## config.mk

```make
export PLATFORM = sky130hd
export DESIGN_NAME = sseg_scan_capture
export DESIGN_NICKNAME = d
export VERILOG_FILES = /design/src/rtl/sseg_pkg.sv /design/src/rtl/sseg_glyph_decode.sv /design/src/rtl/sseg_scan_capture.sv
export SDC_FILE = /design/constraint.sdc
export NUM_CORES = 1
export LEC_CHECK = 0
export BUFFER_PORTS_ARGS = -buffer_cell sky130_fd_sc_hd__buf_2
export CORE_MARGIN = 3
export CORE_UTILIZATION = 30
export CTS_CLUSTER_DIAMETER = 120
export DETAILED_ROUTE_END_ITERATION = 8
export PLACE_DENSITY_LB_ADDON = 0.25
export SLEW_MARGIN = 5
export SYNTH_ARGS = -nofsm -noshare
export SYNTH_HDL_FRONTEND = slang
export SYNTH_SLANG_ARGS = --single-unit
```

## constraint.sdc

```tcl
create_clock -name clk -period 5.2 [get_ports clk]
set_input_delay 0.52 -clock clk [delete_from_list [all_inputs] [get_ports clk]]
set_output_delay 0.52 -clock clk [all_outputs]
set_load 0.05 [all_outputs]
```

## src/rtl/sseg_pkg.sv

```systemverilog
// Shared seven-segment definitions: active-low glyph constants {g,f,e,d,c,b,a},
// capture FSM states and the decoded nibble width.
package sseg_pkg;

  localparam int unsigned NIBBLE_W = 4;

  localparam logic [6:0] SSEG_0     = 7'b1000000;
  localparam logic [6:0] SSEG_1     = 7'b1111001;
  localparam logic [6:0] SSEG_2     = 7'b0100100;
  localparam logic [6:0] SSEG_3     = 7'b0110000;
  localparam logic [6:0] SSEG_4     = 7'b0011001;
  localparam logic [6:0] SSEG_5     = 7'b0010010;
  localparam logic [6:0] SSEG_6     = 7'b0000010;
  localparam logic [6:0] SSEG_7     = 7'b1111000;
  localparam logic [6:0] SSEG_8     = 7'b0000000;
  localparam logic [6:0] SSEG_9     = 7'b0010000;
  localparam logic [6:0] SSEG_A     = 7'b0001000;
  localparam logic [6:0] SSEG_B     = 7'b0000011;
  localparam logic [6:0] SSEG_C     = 7'b1000110;
  localparam logic [6:0] SSEG_D     = 7'b0100001;
  localparam logic [6:0] SSEG_E     = 7'b0000110;
  localparam logic [6:0] SSEG_F     = 7'b0001110;
  localparam logic [6:0] SSEG_BLANK = 7'b1111111;

  typedef enum logic [1:0] {IDLE, SETTLE, HOLD} state_t;

  typedef struct packed {
    logic [NIBBLE_W-1:0] nibble;
    logic                dp;
    logic                blank;
    logic                err;
  } glyph_t;

endpackage

```

## src/rtl/sseg_glyph_decode.sv

```systemverilog
// Combinational active-low segment pattern -> {nibble, dp, blank, err}.
// Define SSEG_SCAN_CAPTURE_HEX_EN to accept the A-F glyphs as legal digits.
module sseg_glyph_decode
  import sseg_pkg::*;
(
  input  logic [7:0] sseg,
  output glyph_t     glyph
);

  always_comb begin
    glyph       = '0;
    glyph.dp    = ~sseg[7];
    case (sseg[6:0])
      SSEG_0:     glyph.nibble = 4'h0;
      SSEG_1:     glyph.nibble = 4'h1;
      SSEG_2:     glyph.nibble = 4'h2;
      SSEG_3:     glyph.nibble = 4'h3;
      SSEG_4:     glyph.nibble = 4'h4;
      SSEG_5:     glyph.nibble = 4'h5;
      SSEG_6:     glyph.nibble = 4'h6;
      SSEG_7:     glyph.nibble = 4'h7;
      SSEG_8:     glyph.nibble = 4'h8;
      SSEG_9:     glyph.nibble = 4'h9;
      SSEG_BLANK: glyph.blank  = 1'b1;
`ifdef SSEG_SCAN_CAPTURE_HEX_EN
      SSEG_A:     glyph.nibble = 4'hA;
      SSEG_B:     glyph.nibble = 4'hB;
      SSEG_C:     glyph.nibble = 4'hC;
      SSEG_D:     glyph.nibble = 4'hD;
      SSEG_E:     glyph.nibble = 4'hE;
      SSEG_F:     glyph.nibble = 4'hF;
`else
      SSEG_A, SSEG_B, SSEG_C, SSEG_D, SSEG_E, SSEG_F: glyph.err = 1'b1;
`endif
      default:    glyph.err    = 1'b1;
    endcase
  end

endmodule

```

## src/rtl/sseg_scan_capture.sv

```systemverilog
// Captures a multiplexed seven-segment scan into an atomically updated frame.
// Optional hex glyph decoding via SSEG_SCAN_CAPTURE_HEX_EN (see sseg_glyph_decode).
module sseg_scan_capture
  import sseg_pkg::*;
#(
  parameter int unsigned N_DIGITS       = 4,
  parameter int unsigned SETTLE_CYCLES  = 4,
  parameter int unsigned TIMEOUT_CYCLES = 1000000
) (
  input  logic                         clk,
  input  logic                         rst,
  input  logic [N_DIGITS-1:0]          an_i,
  input  logic [7:0]                   sseg_i,
  output logic [NIBBLE_W*N_DIGITS-1:0] bcd_o,
  output logic [N_DIGITS-1:0]          dp_o,
  output logic [N_DIGITS-1:0]          blank_o,
  output logic [N_DIGITS-1:0]          err_o,
  output logic                         frame_valid_o,
  output logic                         stale_o
);

  localparam int unsigned CNT_W = $clog2(SETTLE_CYCLES + 1);
  localparam int unsigned TO_W  = $clog2(TIMEOUT_CYCLES + 1);

  logic [N_DIGITS-1:0] an_r, an_last;
  logic [7:0]          sseg_r, sseg_last;
  logic [CNT_W-1:0]    cnt, cnt_next;
  logic [TO_W-1:0]     tcnt;
  logic [N_DIGITS-1:0] seen;
  logic [NIBBLE_W-1:0] sh_bcd [N_DIGITS];
  logic [N_DIGITS-1:0] sh_dp, sh_blank, sh_err;
  state_t              state, state_next;
  glyph_t              glyph;
  logic                valid, changed, start, sample, complete;

  sseg_glyph_decode u_decode (
    .sseg  (sseg_r),
    .glyph (glyph)
  );

  assign valid    = $onehot(~an_r);
  assign changed  = {an_r, sseg_r} != {an_last, sseg_last};
  assign complete = &seen;
  assign stale_o  = (tcnt == TO_W'(TIMEOUT_CYCLES));

  // A fresh anode window starts from IDLE, from a change while settling, or
  // after the held digit changes; all paths share the count-of-1 load below.
  always_comb begin
    state_next = state;
    cnt_next   = cnt;
    start      = 1'b0;
    sample     = 1'b0;
    case (state)
      IDLE:   start = valid;
      SETTLE: begin
        if (changed) begin
          start = valid;
          if (!valid) state_next = IDLE;
        end else begin
          cnt_next = cnt + CNT_W'(1);
        end
      end
      HOLD: begin
        if (changed) begin
          start = valid;
          if (!valid) state_next = IDLE;
        end
      end
      default: state_next = IDLE;
    endcase
    if (start) begin
      cnt_next   = CNT_W'(1);
      state_next = SETTLE;
    end
    if (state_next == SETTLE && cnt_next == CNT_W'(SETTLE_CYCLES)) begin
      sample     = 1'b1;
      state_next = HOLD;
    end
  end

  always_ff @(posedge clk) begin
    if (rst) begin
      an_r          <= '0;
      sseg_r        <= '0;
      an_last       <= '0;
      sseg_last     <= '0;
      state         <= IDLE;
      cnt           <= '0;
      tcnt          <= '0;
      seen          <= '0;
      sh_dp         <= '0;
      sh_blank      <= '0;
      sh_err        <= '0;
      bcd_o         <= '0;
      dp_o          <= '0;
      blank_o       <= '0;
      err_o         <= '0;
      frame_valid_o <= 1'b0;
      for (int unsigned k = 0; k < N_DIGITS; k++) sh_bcd[k] <= '0;
    end else begin
      an_r          <= an_i;
      sseg_r        <= sseg_i;
      an_last       <= an_r;
      sseg_last     <= sseg_r;
      state         <= state_next;
      cnt           <= cnt_next;
      frame_valid_o <= complete;
      // Completion and a new sample may coincide: the new digit opens the next frame.
      seen <= (complete ? '0 : seen) | (sample ? ~an_r : '0);
      for (int unsigned k = 0; k < N_DIGITS; k++) begin
        if (sample && !an_r[k]) begin
          sh_bcd[k]   <= glyph.nibble;
          sh_dp[k]    <= glyph.dp;
          sh_blank[k] <= glyph.blank;
          sh_err[k]   <= glyph.err;
        end
      end
      if (complete) begin
        for (int unsigned k = 0; k < N_DIGITS; k++) bcd_o[k*NIBBLE_W +: NIBBLE_W] <= sh_bcd[k];
        dp_o    <= sh_dp;
        blank_o <= sh_blank;
        err_o   <= sh_err;
        tcnt    <= '0;
      end else if (!stale_o) begin
        tcnt <= tcnt + TO_W'(1);
      end
    end
  end

endmodule

```

### Word-level counts from Yosys, hierarchy flattened

Memories as Yosys holds them, arrays and structs flattened. A register that Yosys moved wholly into a read port is not among the register bits.
Cells that the tools add are included.

| storage, ports and cells | value |
|---|---|
| bits in writable memories | 16 |
| bits of input ports | 14 |
| output and inout bits | 30 |
| word-level logic and storage cells | 105 |
| memories | 1 |
| register bits | 78 |

| cells by class | value |
|---|---|
| reductions and logical operators | 16 |
| equality and inequality tests | 17 |
| add/sub/neg operators | 5 |
| mux-type cells | 34 |
| bitwise gates (word level) | 7 |

Memory list:

| memory | depth | bits a word | rd ports | clocked after Yosys merged registers in | write ports | line | text |
|---|---|---|---|---|---|---|---|
| sh_bcd | 4 | 4 | 4 | 4 | 4 | sseg_scan_capture.sv:30 | `logic [NIBBLE_W-1:0] sh_bcd [N_DIGITS];` |

Operators by type and width:

| operator | count |
|---|---|
| $pmux 4 s9 | 1 |
| $eq 7x7->1 const B | 4 |
| $mux 4 | 6 |
| $eq 7x5->1 const B | 3 |
| $add 20x1->20 const B | 1 |
| $eq 20x20->1 const B | 1 |
| $mux 1 | 18 |
| $eq 7x6->1 const B | 2 |
| $ne 12x12->1 | 1 |
| $reduce_or 11->1 | 1 |
| $mux 3 | 3 |
| $mux 2 | 4 |
| $eq 7x2->1 const B | 1 |
| $logic_not 7->1 | 1 |
| $reduce_or 2->1 | 3 |
| $logic_and 1x1->1 | 5 |
| $add 1x1->2 | 2 |
| $eq 2x1->1 const B | 2 |
| $logic_not 1->1 | 4 |
| $not 4->4 | 1 |
| $or 1x1->1 | 4 |
| $or 4x4->4 | 1 |
| $pmux 2 s2 | 1 |
| $reduce_and 4->1 | 1 |
| 8 further kinds | 8 |

### Logic depth before layout (Yosys ltp)

Gate-level depths: netlist of run 1.

| depth | value |
|---|---|
| word-level depth | 16 |
| mapped depth | 10 |
| gate-level depth less buffers | 10 |

### By module

From an unflattened synthesis of run 1, not the netlist that was laid out.

| unflattened totals | value |
|---|---|
| cell total of the unflattened synthesis | 501 |
| area, all modules | 4,679.5 um^2 |

Modules (own cells, without submodules):

| module | sequential area each (um^2) | instances | cells each | area an instance (um^2) |
|---|---|---|---|---|
| sseg_scan_capture | 2,362.3 | 1 | 472 | 4,484.3 |
| sseg_glyph_decode | 0.0 | 1 | 29 | 195.2 |

### Least setup slack after synthesis of run 1

Ideal clock, no wire load.

| path | value |
|---|---|
| kind | register -> register |
| from | register an_r[0] |
| to | register sh_dp[0] |
| required time | 5,079 ps |
| arrival time | 3,014 ps |
| cell stages (with the launch flop) | 11 |
| path slack | 2,065 ps |
| clock period less this slack | 3,135 ps |
| library setup time | 121 ps |
| buffers on the path | 0 |
| cells stage by stage | dfxtp_1 > fa_1 > inv_1 > ha_1 > ha_1 > or3b_2 > or3_1 > nand3_1 > mux2i_4 > nand3b_1 > mux2_2 |

| between the ends | value |
|---|---|
| longest elaborated chain between the ends | 12 |
| elaborated cells on any way between the ends | 20 |
| those cells by class | 2 x add/sub; 4 x eq/ne; 10 x mux; 1 x bitwise; 3 x reduce/logical |

Ends and longest elaborated chain:

| item | line | text |
|---|---|---|
| start, declared | sseg_scan_capture.sv:25 | `logic [N_DIGITS-1:0] an_r, an_last;` |
| start signal, assigned | sseg_scan_capture.sv:101 | `an_r <= an_i;` |
| $not 4->4 | sseg_scan_capture.sv:41 | `assign valid = $onehot(~an_r);` |
| $add 1x1->2 (not written as such) | sseg_scan_capture.sv:41 |  |
| $add 2x2->3 (not written as such) | sseg_scan_capture.sv:41 |  |
| $eq 3x1->1 | sseg_scan_capture.sv:41 |  |
| $mux 2 | sseg_scan_capture.sv:58, sseg_scan_capture.sv:66 |  |
| $mux 2 | sseg_scan_capture.sv:56 | `if (changed) begin` |
| $pmux 2 s2 | sseg_scan_capture.sv:53 | `case (state)` |
| $mux 2 | sseg_scan_capture.sv:71 | `if (start) begin` |
| $eq 2x1->1 | sseg_scan_capture.sv:75 | `if (state_next == SETTLE && cnt_next == CNT_W'(SETTLE_CYCLES)) begin` |
| $logic_and 1x1->1 | sseg_scan_capture.sv:75 |  |
| $mux 1 | sseg_scan_capture.sv:75 |  |
| $logic_and 1x1->1 * | sseg_scan_capture.sv:111 | `if (sample && !an_r[k]) begin` |
| end signal, assigned by index | sseg_scan_capture.sv:113 | `sh_dp[k] <= glyph.dp;` |
| end, declared | sseg_scan_capture.sv:31 | `logic [N_DIGITS-1:0] sh_dp, sh_blank, sh_err;` |

Mark *: on every way between the ends. The rest lies on a longest branch, timed or not.
A chain may end at the register's enable or synchronous reset.

### Worst setup path after layout of run 1

Same ends and word-level chain as after synthesis.

==> reports/qor.log, run 1 <==
[sta] slew of the pin with the lowest slew margin 0.894 ns
[synthesis] most used flip-flop cell after synthesis dfxtp_1
[cts] count of instances resized after the clock tree is built 0
[layout] post-route insts no fill 716
[cts] clock slew at the register clock pins of the worst setup and hold paths 0.07 ns
[pwr] Pwr Density 312 nW/um2
[global_route] pin count of the biggest net entering global routing 51
[sta] Peak Freq 292 MHz
[synthesis] summed instance area of the synthesized netlist 4640 um2
[routing] Detailed Routing Iterations Pass 1 4
[routing] number of remaining DRC errors 0
[sta] part of the cycle the worst path needs 65.8%
[cts] clock latency of the later-clocked register in the worst-skew pair 0.35 ns
[routing] routed length on met2 4340 um
[synthesis] cell taking the most area after synthesis dfxtp_1
[cts] Sinks on Clock Net 110
[placement] post-DP HPWL 6840 um
[die] die width 130 um
[pwr] Overall Power 1.63 mW
[layout] Syn-to-layout area delta 13.0%
[cts] maximum level of the CTS H-tree 3
[layout] number of diodes 0
[placement] GPL Wtd Cong 0.806
[die] die height 130 um
[synthesis] number of synthesis warnings 0
[routing] wire length on met3 500 um
[sta] Post-Route Skew 0.00493 ns
[synthesis] net count after synthesis 521
[cts] TritonCTS clock tree yes
[placement] number of placed instances with taps included 700
[layout] fin nets 550
[sta] setup slack of the critical path after layout 1.78 ns
[flow_run] max_cap viols 0
[synthesis] Mean Syn Cell Area 9.32 um2
[cts] maximum buffer depth of the clock tree 2
[critical_path] Critical Path RT 5.44 ns
[die] number of rows in the core area 44
[synthesis] Post-synth top cells 94 x dfxtp_1, 72 x nand2_1, 42 x a21oi_1
[sta] Max transition margin 40.4%
[layout] design area 5240 um2
[cts] hold buffer count at CTS 0
[synthesis] area share of the leading cell type in the synthesized netlist 40.6%
[critical_path] critical path capture point type flip-flop
[pwr] maximum vdd ir drop 212 uV
[sta] final total negative setup slack 0 ns
[global_route] antenna violations before repair 0
[routing] total via count after detailed routing 3,462
[sta] number of hold-slack violations in the final timing report 0
[global_route] number of global-route vias before repair 3,178
[synthesis] leading cell type by number of instances after synthesis dfxtp_1
[cts] buffers inserted by post-CTS timing repair 0
[placement] Area after DPL 4970 um2
[synthesis] synthesized flop and latch total 110
[critical_path] data arrival time of the critical path 3.66 ns
[routing] WL met1 4760 um
[cts] clock root buffer master clkbuf_16
[synthesis] part of the Yosys area used for sequential elements 50.9%
[synthesis] number of flops mapped to enable cells by yosys 16
[die] Core Area 14,800 um2
[synthesis] synth unique cells 46
[sta] setup repair after global routing missed its margin no
[die] initial core utilization 31.3%
[global_route] total overflow reported by the global router 0
[layout] final design utilization 35.4%
[pwr] standby leakage power 1.97 nW
[routing] Via-to-Cell Ratio 4.84
[global_route] Total Routing Usage GR 11.8%
[sta] Hold Worst Slack 0.374 ns
[critical_path] category of the worst setup path launch point flip-flop
[die] floorplan die area 17,000 um2
[hold_path] type of the tightest min-delay check input port to flip-flop
[routing] DRT antenna net count 0
[sta] number of pins with negative max-slew slack in the final report 0
[routing] Iter 0 DRT Violations 183
[synthesis] asr flop ratio synth 0%
[routing] detailed-route wire length per cell 13.6 um
[routing] DR top layer met4
[critical_path] maximum fanout encountered on the critical timing path 8
[sta] final setup fails 0
[synthesis] largest cells by area after synthesis dfxtp_1 41%, edfxtp_1 10%, nand2_1 5.8%
[cts] number of buffers created by CTS 9
[critical_path] critical path class flip-flop to flip-flop
[layout] share of final-layout standard cells stronger than drive strength 1 13.2%
[global_route] first-pass GRT wire length 15,900 um
[placement] Port-buffer cells 43
[routing] wire length reported by the detailed router 9710 um
[critical_path] register-to-register path setup slack 1.78 ns
[placement] placement-stage worst setup slack 1.80 ns
[sta] Period minus WS final 3.42 ns
[synthesis] count of mapped cells out of synthesis 498
[die] I/O Pins 44
[run_status] run status finished clean
==> where the power goes <==
| group | leakage [nW] | internal (mW) | total, mW | switching, mW |
|---|---|---|---|---|
| Sequential | 0.928 | 0.878 | 0.899 | 0.0210 |
| Combinational | 0.908 | 0.0418 | 0.0970 | 0.0552 |
| Clock | 0.133 | 0.337 | 0.638 | 0.300 |
| Total | 1.97 | 1.26 | 1.63 | 0.377 |
==> area by class of cell <==
cell class,instances,area [um2]
Fill cell,1527,9570
Sequential cell,110,2360
Multi-Input combinational cell,348,2100
Clock buffer,12,246
Timing Repair Buffer,45,230
Tap cell,184,230
Inverter,13,48.8
Clock inverter,4,23.8
==> routing by layer <==
metal / global-route usage (%) / up-vias
met5: 0 / -
met4: 2.90 / 0
met3: 4.22 / 8
met2: 18.0 / 74
met1: 16.2 / 1644
li1: - / 1736
==> logic make-up after synthesis <==
family          after synthesis  synth area share, %
mux                          16                 3.83
xor+xnor                     31                 5.85
buf+inv                      40                 3.78
fa+ha+maj                     9                 2.59
compound gates               61                 7.44
flops                       110                 50.9
simple gates                231                 25.6
==> final timing paths <==
kind,from,end,cells after the start
worst min register to register,bcd_o[13],bcd_o[13],2
worst min-delay path,sseg_i[4],sseg_r[4],2
worst max-delay path,an_r[0],sh_dp[0],10
worst max register to register,an_r[0],sh_dp[0],10
==> critical path, cell delays in order (launching register included) <==
cell and delay [ns]:
dfxtp_1 0.41, fa_1 0.56, inv_1 0.04, ha_1 0.17
ha_1 0.28, or3b_2 0.53, or3_1 0.39, nand3_1 0.12
mux2i_4 0.13, nand3b_1 0.30, mux2_2 0.37
==> registers in the layout, indices dropped and copies added, names as in the netlist <==
name           cells
sh_blank           4
tcnt              20
an_r               4
sh_bcd            16
sh_dp              4
dp_o               4
sseg_last          8
cnt                3
err_o              4
bcd_o             16
an_last            4
sh_err             4
frame_valid_o      1
blank_o            4
state              2
seen               4
sseg_r             8
==> layout by cell type (no fill, tap or decap), types with 8 or more instances in the layout <==
cell type and instances:
dfxtp_1 94, nand2_1 72, buf_2 43, a21oi_1 42, nor2_1 38, nor2b_1 29
xnor2_1 19, nor3_1 16, edfxtp_1 16, nand2b_1 14, inv_1 13, xor2_1 12
mux2i_1 11, nand3_1 10, nand4_1 9, or3_1 9, clkbuf_16 9, ha_1 8
Power figures use the tool's default switching activity.
==> run 2: changes to the inputs <==
==> constraint.sdc (replaced) <==
create_clock -name clk -period 3.1 [get_ports clk]
set_input_delay 0.31 -clock clk [delete_from_list [all_inputs] [get_ports clk]]
set_output_delay 0.31 -clock clk [all_outputs]
set_load 0.05 [all_outputs]
==> run 2 against run 1 <==
Setup slack got worse by 1.6 ns. Final cell count rose by 1.4%. Highest routed layer unchanged. Clock skew rose by 0.0027 ns. Fmax rose by 16%. Critical path type unchanged.
==> reports/qor.log, run 2 (synthesis results as in run 1) <==
[run_status] run status finished clean
[layout] area used by multi-input combinational logic 2130 um2
[layout] sequential cell area in the final layout 2360 um2
[cts] clock slew at the register clock pins of the worst setup and hold paths 0.07 ns
[sta] Period minus WS final 2.95 ns
[routing] Via-to-Cell Ratio 4.77
[die] Core Area 14,800 um2
[placement] post-DP HPWL 7040 um
[placement] GPL Wtd Cong 0.829
[routing] Detailed Routing Iterations Pass 1 4
[cts] Sinks on Clock Net 110
[pwr] net switching share of the total power 23.5%
[routing] wire length reported by the detailed router 9720 um
[die] initial core utilization 31.3%
[critical_path] data arrival time of the critical path 3.11 ns
[sta] number of hold-slack violations in the final timing report 0
[sta] Max transition margin 35.2%
[sta] setup repair after global routing missed its margin yes
[critical_path] critical path capture point type flip-flop
[sta] number of pins with negative max-slew slack in the final report 0
[placement] Area after DPL 5060 um2
[layout] top register by number of flip-flops tcnt
[global_route] number of global-route vias before repair 3,251
[cts] maximum level of the CTS H-tree 3
[die] die width 130 um
[die] I/O Pins 44
[cts] maximum buffer depth of the clock tree 2
[critical_path] maximum fanout encountered on the critical timing path 8
[pwr] combinational cell fraction of total power 6.6%
[critical_path] biggest cell delay along the critical path 0.53 ns
[critical_path] category of the worst setup path launch point flip-flop
[layout] share of final-layout standard cells stronger than drive strength 1 16.1%
[layout] Syn-to-layout area delta 15.9%
[hold_path] type of the tightest min-delay check input port to flip-flop
[cts] number of buffers created by CTS 9
[routing] number of remaining DRC errors 0
[critical_path] number of buffer and inverter instances along the worst setup path 1
[cts] hold buffer count at CTS 0
[global_route] pin count of the biggest net entering global routing 34
[routing] DRT antenna net count 0
[critical_path] register-to-register path setup slack 0.15 ns
[sta] final setup fails 0
[cts] clock root buffer master clkbuf_16
[sta] final total negative setup slack 0 ns
[sta] part of the cycle the worst path needs 95.3%
[pwr] share of power burned in the clock network 40.8%
[cts] TritonCTS clock tree yes
[critical_path] Critical Path RT 3.25 ns
[placement] Port-buffer cells 43
[routing] Iter 0 DRT Violations 234
[pwr] Pwr Density 531 nW/um2
[layout] final design utilization 36.3%
[die] number of rows in the core area 44
[global_route] Total Routing Usage GR 12.1%
[global_route] antenna violations before repair 0
[sta] Peak Freq 339 MHz
[layout] largest registers in the final layout tcnt x20, bcd_o x16, sh_bcd x16
[critical_path] CP delay by family, top adder cells
[critical_path] library cell contributing the largest single delay on the critical path fa_1
[layout] fin nets 560
[pwr] Int Power 2.19 mW
[cts] buffers inserted by post-CTS timing repair 0
[critical_path] critical path class flip-flop to flip-flop
[die] die height 130 um
[pwr] standby leakage power 2.04 nW
[sta] slew of the pin with the lowest slew margin 0.972 ns
[layout] number of diodes 0
[layout] most used cells in the layout excluding fill and tap cells 92 x dfxtp_1, 72 x nand2_1, 43 x buf_2, 42 x a21oi_1, 38 x nor2_1
[cts] clock latency of the later-clocked register in the worst-skew pair 0.36 ns
[flow_run] max_cap viols 0
[sta] Post-Route Skew 0.00766 ns
[layout] design area 5380 um2
[global_route] first-pass GRT wire length 16,200 um
[global_route] total overflow reported by the global router 0
[critical_path] critical path, cell by cell fa_1 -> inv_1 -> ha_1 -> ha_4 -> or3b_4 -> nor3_2 -> a221o_1 -> mux2i_4 -> nand2_1 -> nor4b_1
[sta] Hold Worst Slack 0.162 ns
[die] floorplan die area 17,000 um2
[routing] total via count after detailed routing 3,464
[pwr] sequential share of power 52.6%
[layout] most frequent standard cell in the layout excluding fill and tap cells dfxtp_1
[routing] detailed-route wire length per cell 13.4 um
[layout] number of inserted filler cells in the final layout 1,509
[pwr] maximum vdd ir drop 339 uV
[pwr] net switching component of the power 0.670 mW
[layout] number of flip-flops in the largest register 20
## run 2: changes by cell type in the layout (fill, tap and decap cells not counted), sizes merged
cell | before | now
clkinv | 2 | 3
buf | 45 | 55
bufinv | 0 | 1
clkinvlp | 1 | 0
inv | 14 | 16
clkbuf | 12 | 9
## run 2: worst paths after layout
| check | startpoint | end | depth (start not counted) |
|---|---|---|---|
| max reg2reg | an_r[0] | sh_bcd[1][3] | 10 |
| min | sseg_i[6] | sseg_r[6] | 2 |
| min reg2reg | blank_o[3] | blank_o[3] | 2 |
| max | an_r[0] | sh_bcd[1][3] | 10 |
## run 2: final cells by class
class	instances	area share [%]
clock inverter	7	1.33
tap	184	4.28
multi-input combinational	348	39.6
sequential	110	44.0
clock buffer	9	4.19
inverter	13	0.907
timing repair buffer	55	5.68
## run 2: power by group through the flow
stage,Sequential [mW],Combinational (mW),Clock (mW)
global route,1.51,0.213,1.26
detailed placement,1.53,0.184,0
finish,1.50,0.188,1.17
floorplan,1.52,0.146,0
CTS,1.50,0.184,1.21
global placement,1.53,0.182,0
## run 2: repair_timing
| action | 4_1_cts | 5_1_grt |
|---|---|---|
| gates resized for setup | 0 | 4 |
| hold endpoints to repair | 0 | 0 |
| endpoints found under the setup margin | 0 | 44 |
## run 2: metrics by stage
step	instances	setup slack (ns)	power (mW)
6_report	726	0.147	2.86
5_1_grt	726	-0.00327	2.98
4_1_cts	726	0.0669	2.89
3_5_place_dp	710	0.0860	1.72
3_3_place_gp	710	0.139	1.72
2_1_floorplan	498	0.0954	1.67
## run 2: metal layers
layer  global-route usage [%]  share of wire (%)  vias up  wire [um]
met5                        0                  0        -          0
met4                     3.45                1.3        0        128
met3                     3.93                5.5       11        531
met2                     17.9                 43       69       4210
met1                     16.9                 50     1617       4860
li1                         -                  -     1767          -
## run 2: worst reg2reg max path: stages, from the launching register on
cell and delay (ns):
dfxtp_2 0.33, fa_1 0.53, inv_1 0.04, ha_1 0.20, ha_4 0.27, or3b_4 0.14, nor3_2 0.05, a221o_1 0.33
mux2i_4 0.28, nand2_1 0.21, nor4b_1 0.37
